$ cat src/rtl/heap_pkg.sv
// Shared types and key helpers for the min-heap top-K selector.
// The key compare matches the one used by sort_node.
package heap_pkg;

    localparam int unsigned DefDataWidth = 32;
    localparam int unsigned DefKeyWidth  = 16;
    localparam int unsigned MaxDataWidth = 256;

    typedef enum logic [2:0] {
        StInitWait,
        StReady,
        StIssue,
        StSettle1,
        StSettle2
    } heap_state_e;

    // Zero everything above the key so compares are plain unsigned.
    function automatic logic [MaxDataWidth-1:0] key_of(input logic [MaxDataWidth-1:0] d,
                                                       input int unsigned key_width);
        logic [MaxDataWidth-1:0] mask;
        if (key_width >= MaxDataWidth) begin
            mask = '1;
        end else begin
            mask = (MaxDataWidth'(1) << key_width) - MaxDataWidth'(1);
        end
        return d & mask;
    endfunction

    function automatic logic key_gt(input logic [MaxDataWidth-1:0] a,
                                    input logic [MaxDataWidth-1:0] b);
        return a > b;
    endfunction

endpackage

$ cat src/rtl/heap_root_ctrl.sv
// Root (level 0) controller of the pipelined min-heap top-K selector.
// Define HEAP_STAT_EN to add the stat_accept / stat_drop counters.
module heap_root_ctrl
    import heap_pkg::*;
#(
    parameter int unsigned           DATA_WIDTH = DefDataWidth,
    parameter int unsigned           KEY_WIDTH  = DefKeyWidth,
    parameter int unsigned           ADDR_WIDTH = 5,
    parameter int unsigned           DEPTH      = 4,
    parameter logic [DATA_WIDTH-1:0] INIT_DATA  = '0
) (
    input  logic                  clk,
    input  logic                  rstn,
    input  logic                  init_req,
    input  logic                  in_valid,
    input  logic [DATA_WIDTH-1:0] in_data,
    output logic                  in_ready,
    output logic                  busy,
    output logic [DATA_WIDTH-1:0] heap_min,
    output logic                  node_init,
    output logic                  node_update,
    output logic [ADDR_WIDTH-1:0] node_addr,
    output logic                  node_branch,
    output logic [DATA_WIDTH-1:0] node_data,
    input  logic                  node_um_we,
    input  logic [DATA_WIDTH-1:0] node_um_data
`ifdef HEAP_STAT_EN
    ,
    output logic [31:0]           stat_accept,
    output logic [31:0]           stat_drop
`endif
);

    localparam int unsigned        CntWidth = DEPTH + 2;
    // Init wait covers the time for the init strobe to reach every level.
    localparam logic [CntWidth-1:0] InitLast = CntWidth'((1 << DEPTH) + 1);

    heap_state_e           state_q, state_d;
    logic [DATA_WIDTH-1:0] root_q, root_d;
    logic [DATA_WIDTH-1:0] node_data_q, node_data_d;
    logic                  node_init_q, node_init_d;
    logic [CntWidth-1:0]   cnt_q, cnt_d;
    logic                  in_gt;

    assign in_gt = key_gt(key_of(MaxDataWidth'(in_data), KEY_WIDTH),
                          key_of(MaxDataWidth'(root_q), KEY_WIDTH));

    always_comb begin
        state_d     = state_q;
        root_d      = root_q;
        node_data_d = node_data_q;
        node_init_d = 1'b0;
        cnt_d       = cnt_q;
        in_ready    = 1'b0;

        // A late promotion from level 1 still lands in the root.
        if (node_um_we) begin
            root_d = node_um_data;
        end

        unique case (state_q)
            StInitWait: begin
                root_d = INIT_DATA;
                if (cnt_q == InitLast) begin
                    cnt_d   = '0;
                    state_d = StReady;
                end else begin
                    cnt_d = cnt_q + 1'b1;
                end
            end
            StReady: begin
                if (init_req) begin
                    state_d     = StInitWait;
                    root_d      = INIT_DATA;
                    node_init_d = 1'b1;
                    cnt_d       = '0;
                end else begin
                    in_ready = 1'b1;
                    if (in_valid && in_gt) begin
                        root_d      = in_data;
                        node_data_d = in_data;
                        state_d     = StIssue;
                    end
                end
            end
            StIssue:   state_d = StSettle1;
            StSettle1: state_d = StSettle2;
            StSettle2: state_d = StReady;
            default:   state_d = StInitWait;
        endcase
    end

    always_ff @(posedge clk or negedge rstn) begin
        if (!rstn) begin
            state_q     <= StInitWait;
            root_q      <= INIT_DATA;
            node_data_q <= '0;
            node_init_q <= 1'b1;
            cnt_q       <= '0;
        end else begin
            state_q     <= state_d;
            root_q      <= root_d;
            node_data_q <= node_data_d;
            node_init_q <= node_init_d;
            cnt_q       <= cnt_d;
        end
    end

    assign busy        = (state_q != StReady);
    assign heap_min    = root_q;
    assign node_init   = node_init_q;
    assign node_update = (state_q == StIssue);
    assign node_addr   = '0;
    assign node_branch = 1'b0;
    assign node_data   = node_data_q;

`ifdef HEAP_STAT_EN
    logic [31:0] stat_accept_q, stat_accept_d;
    logic [31:0] stat_drop_q, stat_drop_d;
    logic        take, drop, enter_init;

    always_comb begin
        enter_init    = (state_q == StReady) && init_req;
        take          = (state_q == StReady) && !init_req && in_valid && in_gt;
        drop          = (state_q == StReady) && !init_req && in_valid && !in_gt;
        stat_accept_d = stat_accept_q;
        stat_drop_d   = stat_drop_q;
        if (enter_init) begin
            stat_accept_d = '0;
            stat_drop_d   = '0;
        end else begin
            if (take) stat_accept_d = stat_accept_q + 32'd1;
            if (drop) stat_drop_d   = stat_drop_q + 32'd1;
        end
    end

    always_ff @(posedge clk or negedge rstn) begin
        if (!rstn) begin
            stat_accept_q <= '0;
            stat_drop_q   <= '0;
        end else begin
            stat_accept_q <= stat_accept_d;
            stat_drop_q   <= stat_drop_d;
        end
    end

    assign stat_accept = stat_accept_q;
    assign stat_drop   = stat_drop_q;
`endif

endmodule

$ cat config.mk
export PLATFORM = sky130hd
export DESIGN_NAME = heap_root_ctrl
export DESIGN_NICKNAME = d
export VERILOG_FILES = /design/src/rtl/heap_pkg.sv /design/src/rtl/heap_root_ctrl.sv
export SDC_FILE = /design/constraint.sdc
export NUM_CORES = 1
export LEC_CHECK = 0
export ABC_AREA = 1
export CAP_MARGIN = 20
export CORE_ASPECT_RATIO = 0.75
export CORE_MARGIN = 1
export CORE_UTILIZATION = 44
export CTS_CLUSTER_DIAMETER = 60
export DETAILED_ROUTE_END_ITERATION = 12
export PLACE_DENSITY_LB_ADDON = 0.2
export SLEW_MARGIN = 20
export SYNTH_ARGS = -nofsm -noshare
export SYNTH_HDL_FRONTEND = slang
export SYNTH_SLANG_ARGS = --single-unit
$ cat constraint.sdc
create_clock -name clk -period 1.95 [get_ports clk]
set_clock_uncertainty 0.1 [all_clocks]
set_input_delay 0.39 -clock clk [delete_from_list [all_inputs] [get_ports clk]]
set_output_delay 0.39 -clock clk [all_outputs]
set_load 0.02 [all_outputs]
==> impl_results.html, run 1 <==
<table>
<tr><th>Metric</th><th>Value</th></tr>
<tr><th colspan="2">Floorplanning</th></tr>
<tr><td>Starting Density</td><td>46.3%</td></tr>
<tr><td>Chip width</td><td>108 um</td></tr>
<tr><td>Placeable core region</td><td>8020 sq um</td></tr>
<tr><td>Die height</td><td>81.5 um</td></tr>
<tr><td>Overall die area</td><td>8810 sq um</td></tr>
<tr><td>Number of rows created at floorplan</td><td>28</td></tr>
<tr><td>Number of top-level pins</td><td>143</td></tr>
<tr><th colspan="2">Placed design</th></tr>
<tr><td>Routability congestion estimate from global placement</td><td>0.848</td></tr>
<tr><td>Placed Cells incl. Taps</td><td>677</td></tr>
<tr><td>Post-detailed-placement cell area</td><td>5340 sq um</td></tr>
<tr><td>Count of input and output buffers</td><td>136</td></tr>
<tr><td>Detailed placer's ending HPWL</td><td>7220 um</td></tr>
<tr><td>DP Worst Slack</td><td>-0.600 ns</td></tr>
<tr><th colspan="2">Synth</th></tr>
<tr><td>Post-synthesis instance total</td><td>428</td></tr>
<tr><td>Total of flip-flops plus latches after synthesis</td><td>74</td></tr>
<tr><td>Mapped Avg Cell Area</td><td>8.67 sq um</td></tr>
<tr><td>Seq/Total Area, Yosys</td><td>49.9%</td></tr>
<tr><td>Ys Warns</td><td>0</td></tr>
<tr><td>Synth unique cells</td><td>28</td></tr>
<tr><td>Synth Cell Area</td><td>3710 sq um</td></tr>
<tr><th colspan="2">Setup path</th></tr>
<tr><td>Cell with the largest stage delay on the worst path</td><td>sky130_fd_sc_hd__dfrtp_1</td></tr>
<tr><td>Worst-path fanout max</td><td>6</td></tr>
<tr><td>Largest stage delay, worst path</td><td>0.39 ns</td></tr>
<tr><td>CP arrival</td><td>2.28 ns</td></tr>
<tr><td>Most used cell, CP</td><td>sky130_fd_sc_hd__nand2_1</td></tr>
<tr><td>Critical Path, Cell by Cell</td><td>inv_1 -&gt; ha_4 -&gt; a21oi_1 -&gt; nor2_1 -&gt; nor2_1 -&gt; nand2_1 -&gt; nand2_2 -&gt; nand2_2 -&gt; nand2_4 -&gt; nand2_4 -&gt; nand2_8 -&gt; clkbuf_16 -&gt; nand2_1 -&gt; nand2_1</td></tr>
<tr><td>Kind of critical path</td><td>flop to flop</td></tr>
<tr><td>Critical path startpoint category</td><td>flop</td></tr>
<tr><td>Nature of the critical path endpoint</td><td>flop</td></tr>
<tr><td>CP required</td><td>2.14 ns</td></tr>
<tr><th colspan="2">Outcome</th></tr>
<tr><td>Violated checks</td><td>negative setup slack</td></tr>
<tr><td>Status</td><td>finished, violations left</td></tr>
<tr><th colspan="2">Layout</th></tr>
<tr><td>Sequential cell area</td><td>1850 sq um</td></tr>
<tr><td>Area growth from synthesis to layout</td><td>77.9%</td></tr>
<tr><td>Final core occ</td><td>82.3%</td></tr>
<tr><td>Diode insertion count for antenna repair</td><td>0</td></tr>
<tr><td>Final standard cell count with taps included and fillers excluded</td><td>711</td></tr>
<tr><td>Number of nets at the end of the flow</td><td>688</td></tr>
<tr><td>Area of combinational cells with multiple inputs</td><td>2420 sq um</td></tr>
<tr><td>Ratio of cells with drive above 1 in the final layout</td><td>41.6%</td></tr>
<tr><td>Cell area after layout</td><td>6600 sq um</td></tr>
<tr><td>Number of fill cells in the layout</td><td>464</td></tr>
<tr><th colspan="2">Routing</th></tr>
<tr><td>Routed via count</td><td>3737</td></tr>
<tr><td>DRC violation total after the first TritonRoute iteration</td><td>151</td></tr>
<tr><td>WL/cell</td><td>18.3 um</td></tr>
<tr><td>Routed Antenna Nets</td><td>0</td></tr>
<tr><td>Detailed-route DRC error count</td><td>0</td></tr>
<tr><td>Drt via density</td><td>5.26</td></tr>
<tr><td>Detailed Route WL</td><td>13000 um</td></tr>
<tr><td>DR pass1 iterations</td><td>4</td></tr>
<tr><th colspan="2">Global routing</th></tr>
<tr><td>Number of global-route vias before repair</td><td>3428</td></tr>
<tr><td>Antenna violations before repair</td><td>0</td></tr>
<tr><td>GRT Resource Usage Total</td><td>25.1%</td></tr>
<tr><td>Global route total overflow</td><td>0</td></tr>
<tr><td>Largest net degree at the start of global routing</td><td>45</td></tr>
<tr><td>Global-route wire length before repair</td><td>16700 um</td></tr>
<tr><th colspan="2">STA</th></tr>
<tr><td>Post-layout worst setup margin</td><td>-0.137 ns</td></tr>
<tr><td>Final-report setup violation count</td><td>65</td></tr>
<tr><td>Maximum clock frequency</td><td>479 MHz</td></tr>
<tr><td>Final hold violations</td><td>0</td></tr>
<tr><td>Relative max-transition margin</td><td>65.4%</td></tr>
<tr><td>Max-slew violation count</td><td>0</td></tr>
<tr><td>Aggregate negative setup slack</td><td>-4.76 ns</td></tr>
<tr><td>Minimum clock period</td><td>2.09 ns</td></tr>
<tr><td>Worst Hold Margin</td><td>0.378 ns</td></tr>
<tr><td>Transition time at the pin with the least slew margin</td><td>0.519 ns</td></tr>
<tr><td>Unrepaired setup endpoints after global routing</td><td>true</td></tr>
<tr><td>Portion of the clock cycle consumed by the worst path in the final layout</td><td>107%</td></tr>
<tr><th colspan="2">Clocking</th></tr>
<tr><td>Clock tree from TritonCTS</td><td>yes</td></tr>
<tr><td>Number of buffers created by CTS</td><td>9</td></tr>
<tr><td>Clk slew on worst S/H paths</td><td>0.09 ns</td></tr>
<tr><td>Sink count of the clock tree</td><td>74</td></tr>
<tr><td>Clk root buf</td><td>sky130_fd_sc_hd__clkbuf_8</td></tr>
<tr><td>Source-to-sink clock delay at the later pin of the worst-skew pair</td><td>0.35 ns</td></tr>
<tr><td>Longest Clk Path Bufs</td><td>2</td></tr>
<tr><td>Max H-tree Level</td><td>3</td></tr>
<tr><th colspan="2">Power</th></tr>
<tr><td>Overall power consumption</td><td>8.99 mW</td></tr>
<tr><td>Pwr/cell area</td><td>1360 nW/um^2</td></tr>
<tr><td>Leak</td><td>3.22 nW</td></tr>
<tr><td>Worst-case vdd ir drop</td><td>928 uV</td></tr>
<tr><th colspan="2">Worst hold path</th></tr>
<tr><td>Hold/Removal Path Class</td><td>input pin to flop</td></tr>
<tr><th colspan="2">Job</th></tr>
<tr><td>Max-capacitance violation count</td><td>0</td></tr>
</table>
[flip-flops by register name, indices dropped and copies added, names as in the netlist]
name and flops:
state_q 3, node_data 32, heap_min 32, cnt_q 6, node_init 1
[worst max-delay path: cells and delay by family (launching register included)]
kind | cells | cell delay (ns)
AND/OR/NAND/NOR | 10 | 0.87
flip-flops | 1 | 0.39
buffers and inverters | 2 | 0.30
adder cells (fa/ha/maj) | 1 | 0.23
AO/OA/AOI/OAI | 1 | 0.13
[layer usage]
metal | global-route usage (%) | wire (um) | vias up
met1 | 32.9 | 5200 | 1835
met2 | 41.8 | 6720 | 161
met3 | 6.19 | 873 | 25
met4 | 6.58 | 242 | 0
met5 | 0 | 0 | -
li1 | - | - | 1716
[Yosys cell counts]
cell	number	area share, %
sky130_fd_sc_hd__buf_6	6	1.8
sky130_fd_sc_hd__o21ai_2	1	0.24
sky130_fd_sc_hd__conb_1	1	0.10
sky130_fd_sc_hd__nand2_4	2	0.61
sky130_fd_sc_hd__nand4_1	2	0.34
sky130_fd_sc_hd__a21o_1	1	0.20
sky130_fd_sc_hd__buf_2	5	0.67
sky130_fd_sc_hd__ha_1	18	6.1
sky130_fd_sc_hd__buf_4	10	2.0
sky130_fd_sc_hd__o21ai_0	18	2.4
sky130_fd_sc_hd__nor2_1	12	1.2
sky130_fd_sc_hd__o21a_1	2	0.40
sky130_fd_sc_hd__nor3_1	6	0.81
sky130_fd_sc_hd__dfrtp_1	73	49
sky130_fd_sc_hd__o22ai_1	1	0.17
sky130_fd_sc_hd__nand2_1	166	17
sky130_fd_sc_hd__clkbuf_1	2	0.20
sky130_fd_sc_hd__mux2_2	17	5.2
sky130_fd_sc_hd__or2_2	1	0.17
sky130_fd_sc_hd__a31oi_1	1	0.17
sky130_fd_sc_hd__nor2_4	2	0.61
sky130_fd_sc_hd__nand2_2	2	0.34
sky130_fd_sc_hd__and3_1	2	0.34
sky130_fd_sc_hd__a21oi_1	11	1.5
sky130_fd_sc_hd__inv_1	30	3.0
sky130_fd_sc_hd__inv_2	1	0.10
sky130_fd_sc_hd__dfstp_2	1	0.71
sky130_fd_sc_hd__nand3_1	34	4.6
[power by group]
part           switching, mW  internal, mW
sequential             0.460          2.09
combinational           2.78          2.39
clock                  0.651         0.614
[cell families (layout without fill, tap and decap cells)]
| group | count (synthesis) | count (layout) | synth area share, % |
|---|---|---|---|
| mux | 17 | 17 | 5.16 |
| compound gates | 35 | 35 | 5.09 |
| flops | 74 | 74 | 49.9 |
| other cells | 1 | 6 | 0.101 |
| simple gates | 229 | 229 | 25.8 |
| buf+inv | 54 | 227 | 7.86 |
| fa+ha+maj | 18 | 18 | 6.07 |
[layout by cell type, fill, tap and decap left out, drive strengths merged, types with 4 or more instances in the layout]
cell type and count:
inv 35, nand2 170, ha 18, buf 45
dlygate4sd2 17, a21oi 11, nand3 34, clkbuf 13
nor3 6, mux2 17, nor2 14, dfrtp 73
conb 6, o21ai 19, clkdlybuf4s50 108, dlymetal6s2s 4
[timing repair]
action,in CTS,in global routing
cloned,2,2
pin swaps,26,23
buffers inserted,8,7
resized for setup,83,175
hold buffers,1,0
endpoints found under the hold margin,25,0
endpoints found under the setup margin,70,72
[cell type report]
type,instances,share of cell area [%]
timing repair buffer,180,28.3
multi-input combinational,305,36.6
inverter,31,1.88
clock inverter,7,1.25
clock buffer,9,1.88
tap,105,1.99
sequential,74,28.1
[final timing paths]
kind / from / endpoint / slack (ns) / cells after the start
max in group asynchronous: rstn / node_data[0] / 0.79 / 3
hold / removal: in_data[8] / node_data[8] / 0.38 / 3
hold reg to reg: node_data[8] / node_data[8] / 0.39 / 2
setup / recovery: heap_min[5] / heap_min[6] / -0.14 / 14
setup reg to reg: heap_min[5] / heap_min[6] / -0.14 / 14
min in group asynchronous: rstn / heap_min[4] / 0.40 / 2
Power figures use the tool's default switching activity.
==> run 2: changes to the inputs <==
GPL_TIMING_DRIVEN = 1   (was unset)
==> results of run 2 <==
Same layout as run 1: the final DEF is identical, and so are final timing and power.
==> run 3: changes to the inputs <==
HOLD_SLACK_MARGIN = 0.15   (was unset)
REMOVE_ABC_BUFFERS = 1   (was unset)
==> run 3 against run 2 <==
Compared with the run above:
- the flow still finishes with violations (negative setup slack)
- design area is 0.36% higher
- die area stayed put
- count of clock-buffer cells in the layout is 1 higher
- via count is 1.4% lower
- combinational power is 1% lower
- first-iteration DRC count is 17% lower
- non-clock buffer count is 10 higher
- setup slack better by 0.015 ns
- power is 2.0% higher
==> impl_results.html, run 3 (synthesis gave the netlist of run 1 again) <==
<table>
<tr><th>Metric</th><th>Value</th></tr>
<tr><th colspan="2">Routing</th></tr>
<tr><td>Routed via count</td><td>3686 (-1.4%)</td></tr>
<tr><td>DR pass1 iterations</td><td>5 (+1)</td></tr>
<tr><td>Drt via density</td><td>5.11 (-2.7%)</td></tr>
<tr><td>DRC violation total after the first TritonRoute iteration</td><td>125 (-17%)</td></tr>
<tr><td>Routed Antenna Nets</td><td>0 (unchanged)</td></tr>
<tr><td>WL/cell</td><td>17.4 um (-5.1%)</td></tr>
<tr><td>Detailed Route WL</td><td>12600 um (-3.7%)</td></tr>
<tr><td>Detailed-route DRC error count</td><td>0 (unchanged)</td></tr>
<tr><th colspan="2">Global routing</th></tr>
<tr><td>Global-route wire length before repair</td><td>17600 um (+5.4%)</td></tr>
<tr><td>Global route total overflow</td><td>0 (unchanged)</td></tr>
<tr><td>Antenna violations before repair</td><td>0 (unchanged)</td></tr>
<tr><td>Largest net degree at the start of global routing</td><td>48 (+6.7%)</td></tr>
<tr><td>GRT Resource Usage Total</td><td>27.0% (+1.9 points)</td></tr>
<tr><td>Number of global-route vias before repair</td><td>3581 (+4.5%)</td></tr>
<tr><th colspan="2">Setup path</th></tr>
<tr><td>Cell with the largest stage delay on the worst path</td><td>sky130_fd_sc_hd__dfrtp_1</td></tr>
<tr><td>CP arrival</td><td>2.22 ns (-0.06 ns)</td></tr>
<tr><td>Critical Path, Cell by Cell</td><td>inv_2 -&gt; ha_4 -&gt; nand2_2 -&gt; nor2_1 -&gt; nand2_2 -&gt; inv_1 -&gt; nand2_1 -&gt; nand2_1 -&gt; nand2_2 -&gt; buf_6 -&gt; nand2_8 -&gt; nand2_8 -&gt; buf_12 -&gt; nand2_1 -&gt; nand2_1</td></tr>
<tr><td>Cell class contributing the biggest share of worst-path delay</td><td>simple AND/OR/NAND/NOR gates</td></tr>
<tr><td>Largest stage delay, worst path</td><td>0.38 ns (about the same)</td></tr>
<tr><td>Nature of the critical path endpoint</td><td>flop</td></tr>
<tr><td>Worst-path fanout max</td><td>7 (+1)</td></tr>
<tr><td>Buffers and inverters on the worst path</td><td>4 (+2)</td></tr>
<tr><td>Kind of critical path</td><td>flop to flop</td></tr>
<tr><td>Critical path startpoint category</td><td>flop</td></tr>
<tr><td>Most used cell, CP</td><td>sky130_fd_sc_hd__nand2_1</td></tr>
<tr><td>Number of cells on the critical path</td><td>15 (+1)</td></tr>
<tr><td>Number of cells on the worst reg-to-reg path</td><td>15 (+1)</td></tr>
<tr><td>Worst reg-to-reg setup slack</td><td>-0.12 ns (+0.02 ns)</td></tr>
<tr><td>CP required</td><td>2.09 ns (-0.05 ns)</td></tr>
<tr><th colspan="2">Floorplanning</th></tr>
<tr><td>Overall die area</td><td>8810 sq um (unchanged)</td></tr>
<tr><td>Chip width</td><td>108 um (unchanged)</td></tr>
<tr><td>Number of top-level pins</td><td>143 (unchanged)</td></tr>
<tr><td>Starting Density</td><td>46.3% (unchanged)</td></tr>
<tr><td>Placeable core region</td><td>8020 sq um (unchanged)</td></tr>
<tr><td>Die height</td><td>81.5 um (unchanged)</td></tr>
<tr><td>Number of rows created at floorplan</td><td>28 (unchanged)</td></tr>
<tr><th colspan="2">STA</th></tr>
<tr><td>Relative max-transition margin</td><td>65.0% (-0.47 points)</td></tr>
<tr><td>Maximum clock frequency</td><td>483 MHz (+0.73%)</td></tr>
<tr><td>Minimum clock period</td><td>2.07 ns (-0.0152 ns)</td></tr>
<tr><td>Final-report setup violation count</td><td>65 (unchanged)</td></tr>
<tr><td>Post-layout worst setup margin</td><td>-0.122 ns (+0.0152 ns)</td></tr>
<tr><td>Final hold violations</td><td>0 (unchanged)</td></tr>
<tr><td>Max-slew violation count</td><td>0 (unchanged)</td></tr>
<tr><td>Portion of the clock cycle consumed by the worst path in the final layout</td><td>106% (-0.78 points)</td></tr>
<tr><td>Transition time at the pin with the least slew margin</td><td>0.526 ns (+0.00698 ns)</td></tr>
<tr><td>Unrepaired setup endpoints after global routing</td><td>true</td></tr>
<tr><th colspan="2">Layout</th></tr>
<tr><td>Diode insertion count for antenna repair</td><td>0 (unchanged)</td></tr>
<tr><td>Cell area after layout</td><td>6630 sq um (+0.36%)</td></tr>
<tr><td>Leading cell type in the layout, fill and taps excluded</td><td>sky130_fd_sc_hd__nand2_1</td></tr>
<tr><td>Leading cell types in the layout, fill and taps excluded</td><td>sky130_fd_sc_hd__nand2_1, sky130_fd_sc_hd__clkdlybuf4s50_1, sky130_fd_sc_hd__dfrtp_1, sky130_fd_sc_hd__nand2_2, sky130_fd_sc_hd__buf_4</td></tr>
<tr><td>Number of nets at the end of the flow</td><td>698 (+1.5%)</td></tr>
<tr><td>Area growth from synthesis to layout</td><td>78.6%</td></tr>
<tr><td>Ratio of cells with drive above 1 in the final layout</td><td>34.4% (-7.2 points)</td></tr>
<tr><td>Final core occ</td><td>82.6% (+0.30 points)</td></tr>
<tr><td>Number of fill cells in the layout</td><td>474 (+2.2%)</td></tr>
<tr><td>Final standard cell count with taps included and fillers excluded</td><td>721 (+1.4%)</td></tr>
<tr><th colspan="2">Clocking</th></tr>
<tr><td>Source-to-sink clock delay at the later pin of the worst-skew pair</td><td>0.36 ns (about the same)</td></tr>
<tr><td>Clk root buf</td><td>sky130_fd_sc_hd__clkbuf_8</td></tr>
<tr><td>Max H-tree Level</td><td>3 (unchanged)</td></tr>
<tr><td>Clk slew on worst S/H paths</td><td>0.08 ns (about the same)</td></tr>
<tr><td>Clock tree from TritonCTS</td><td>yes</td></tr>
<tr><td>Sink count of the clock tree</td><td>74 (unchanged)</td></tr>
<tr><td>Longest Clk Path Bufs</td><td>2 (unchanged)</td></tr>
<tr><td>Number of buffers created by CTS</td><td>9 (unchanged)</td></tr>
<tr><th colspan="2">Power</th></tr>
<tr><td>Leak</td><td>3.21 nW (-0.43%)</td></tr>
<tr><td>Pwr/cell area</td><td>1380 nW/um^2 (+1.6%)</td></tr>
<tr><td>Worst-case vdd ir drop</td><td>721 uV (-22%)</td></tr>
<tr><th colspan="2">Outcome</th></tr>
<tr><td>Violated checks</td><td>negative setup slack</td></tr>
<tr><td>Status</td><td>finished, violations left</td></tr>
<tr><th colspan="2">Job</th></tr>
<tr><td>Max-capacitance violation count</td><td>0 (unchanged)</td></tr>
<tr><th colspan="2">Worst hold path</th></tr>
<tr><td>Hold/Removal Path Class</td><td>input pin to flop</td></tr>
<tr><td>Worst Hold Path Cells</td><td>3 (unchanged)</td></tr>
<tr><th colspan="2">Placed design</th></tr>
<tr><td>Count of input and output buffers</td><td>136 (unchanged)</td></tr>
<tr><td>Placed Cells incl. Taps</td><td>678 (+0.15%)</td></tr>
<tr><td>Post-detailed-placement cell area</td><td>5340 sq um (about the same)</td></tr>
<tr><td>Routability congestion estimate from global placement</td><td>0.749 (-12%)</td></tr>
<tr><td>Detailed placer's ending HPWL</td><td>7520 um (+4.2%)</td></tr>
</table>
## run 3: cell types whose count changed in the layout (fill, tap and decap cells not counted), moves of 4 or more
cell,before,now
sky130_fd_sc_hd__inv_1,17,21
sky130_fd_sc_hd__inv_2,13,9
sky130_fd_sc_hd__nand2_1,68,112
sky130_fd_sc_hd__nand2_2,69,47
sky130_fd_sc_hd__nand2_4,31,9
sky130_fd_sc_hd__nand3_4,12,16
## run 3: timing repair
action | 4_1_cts | 5_1_grt
pin swaps | 15 | 29
hold buffers | 1 | 0
gates cloned | 4 | 3
setup buffers | 8 | 11
hold endpoints to repair | 26 | 0
endpoints found under the setup margin | 69 | 72
gates resized for setup | 79 | 105
## run 3: final timing paths
| check | start | end |
|---|---|---|
| worst max-delay path | heap_min[11] | heap_min[14] |
| worst min-delay path | in_data[9] | node_data[9] |
| worst max register to register | heap_min[11] | heap_min[14] |
| worst min register to register | node_data[28] | node_data[28] |
| max in group asynchronous | rstn | node_data[10] |
| min in group asynchronous | rstn | heap_min[26] |
## run 3: area by class of cell
type / count / area [sq um] / area share (%)
Timing Repair Buffer: 190 / 2030 / 30.6
Inverter: 31 / 119 / 1.79
Clock buffer: 10 / 128 / 1.93
Sequential cell: 74 / 1850 / 28.0
Tap cell: 105 / 131 / 1.98
Clock inverter: 6 / 138 / 2.08
Multi-Input combinational cell: 305 / 2230 / 33.6
## run 3: worst min-delay path, stage by stage
cell and delay [ns]:
sky130_fd_sc_hd__dlygate4sd2_1 0.23, sky130_fd_sc_hd__nand3_2 0.09, sky130_fd_sc_hd__nand2_1 0.06
## run 3: report_power, final
group	internal [mW]	total (mW)	switching, mW
clock	0.987	1.60	0.609
combinational	2.40	5.11	2.71
sequential	2.09	2.46	0.366
total	5.48	9.17	3.68
## run 3: per-layer routing
metal / track usage (%) / wire length (um) / part of all wire (%) / vias up
li1: - / - / - / 1732
met2: 46.1 / 6320 / 50 / 160
met3: 7.78 / 1000 / 8.0 / 16
met5: 0 / 0 / 0 / -
met4: 10.4 / 200 / 1.6 / 0
met1: 32.6 / 5030 / 40 / 1778
## run 3: through the flow
| stage | worst slack (ns) | total power, mW | hold WS, ns | setup TNS, ns |
|---|---|---|---|---|
| 6_report | -0.122 | 9.17 | 0.343 | -4.82 |
| 3_5_place_dp | -0.529 | 6.28 | 0.250 | -32.74 |
| 4_1_cts | -0.0365 | 8.42 | 0.336 | -0.474 |
| 5_1_grt | -0.238 | 9.62 | 0.351 | -10.82 |
| 3_3_place_gp | -0.466 | 6.17 | 0.257 | -29.42 |
| 2_1_floorplan | -0.205 | 4.24 | -0.00559 | -7.19 |
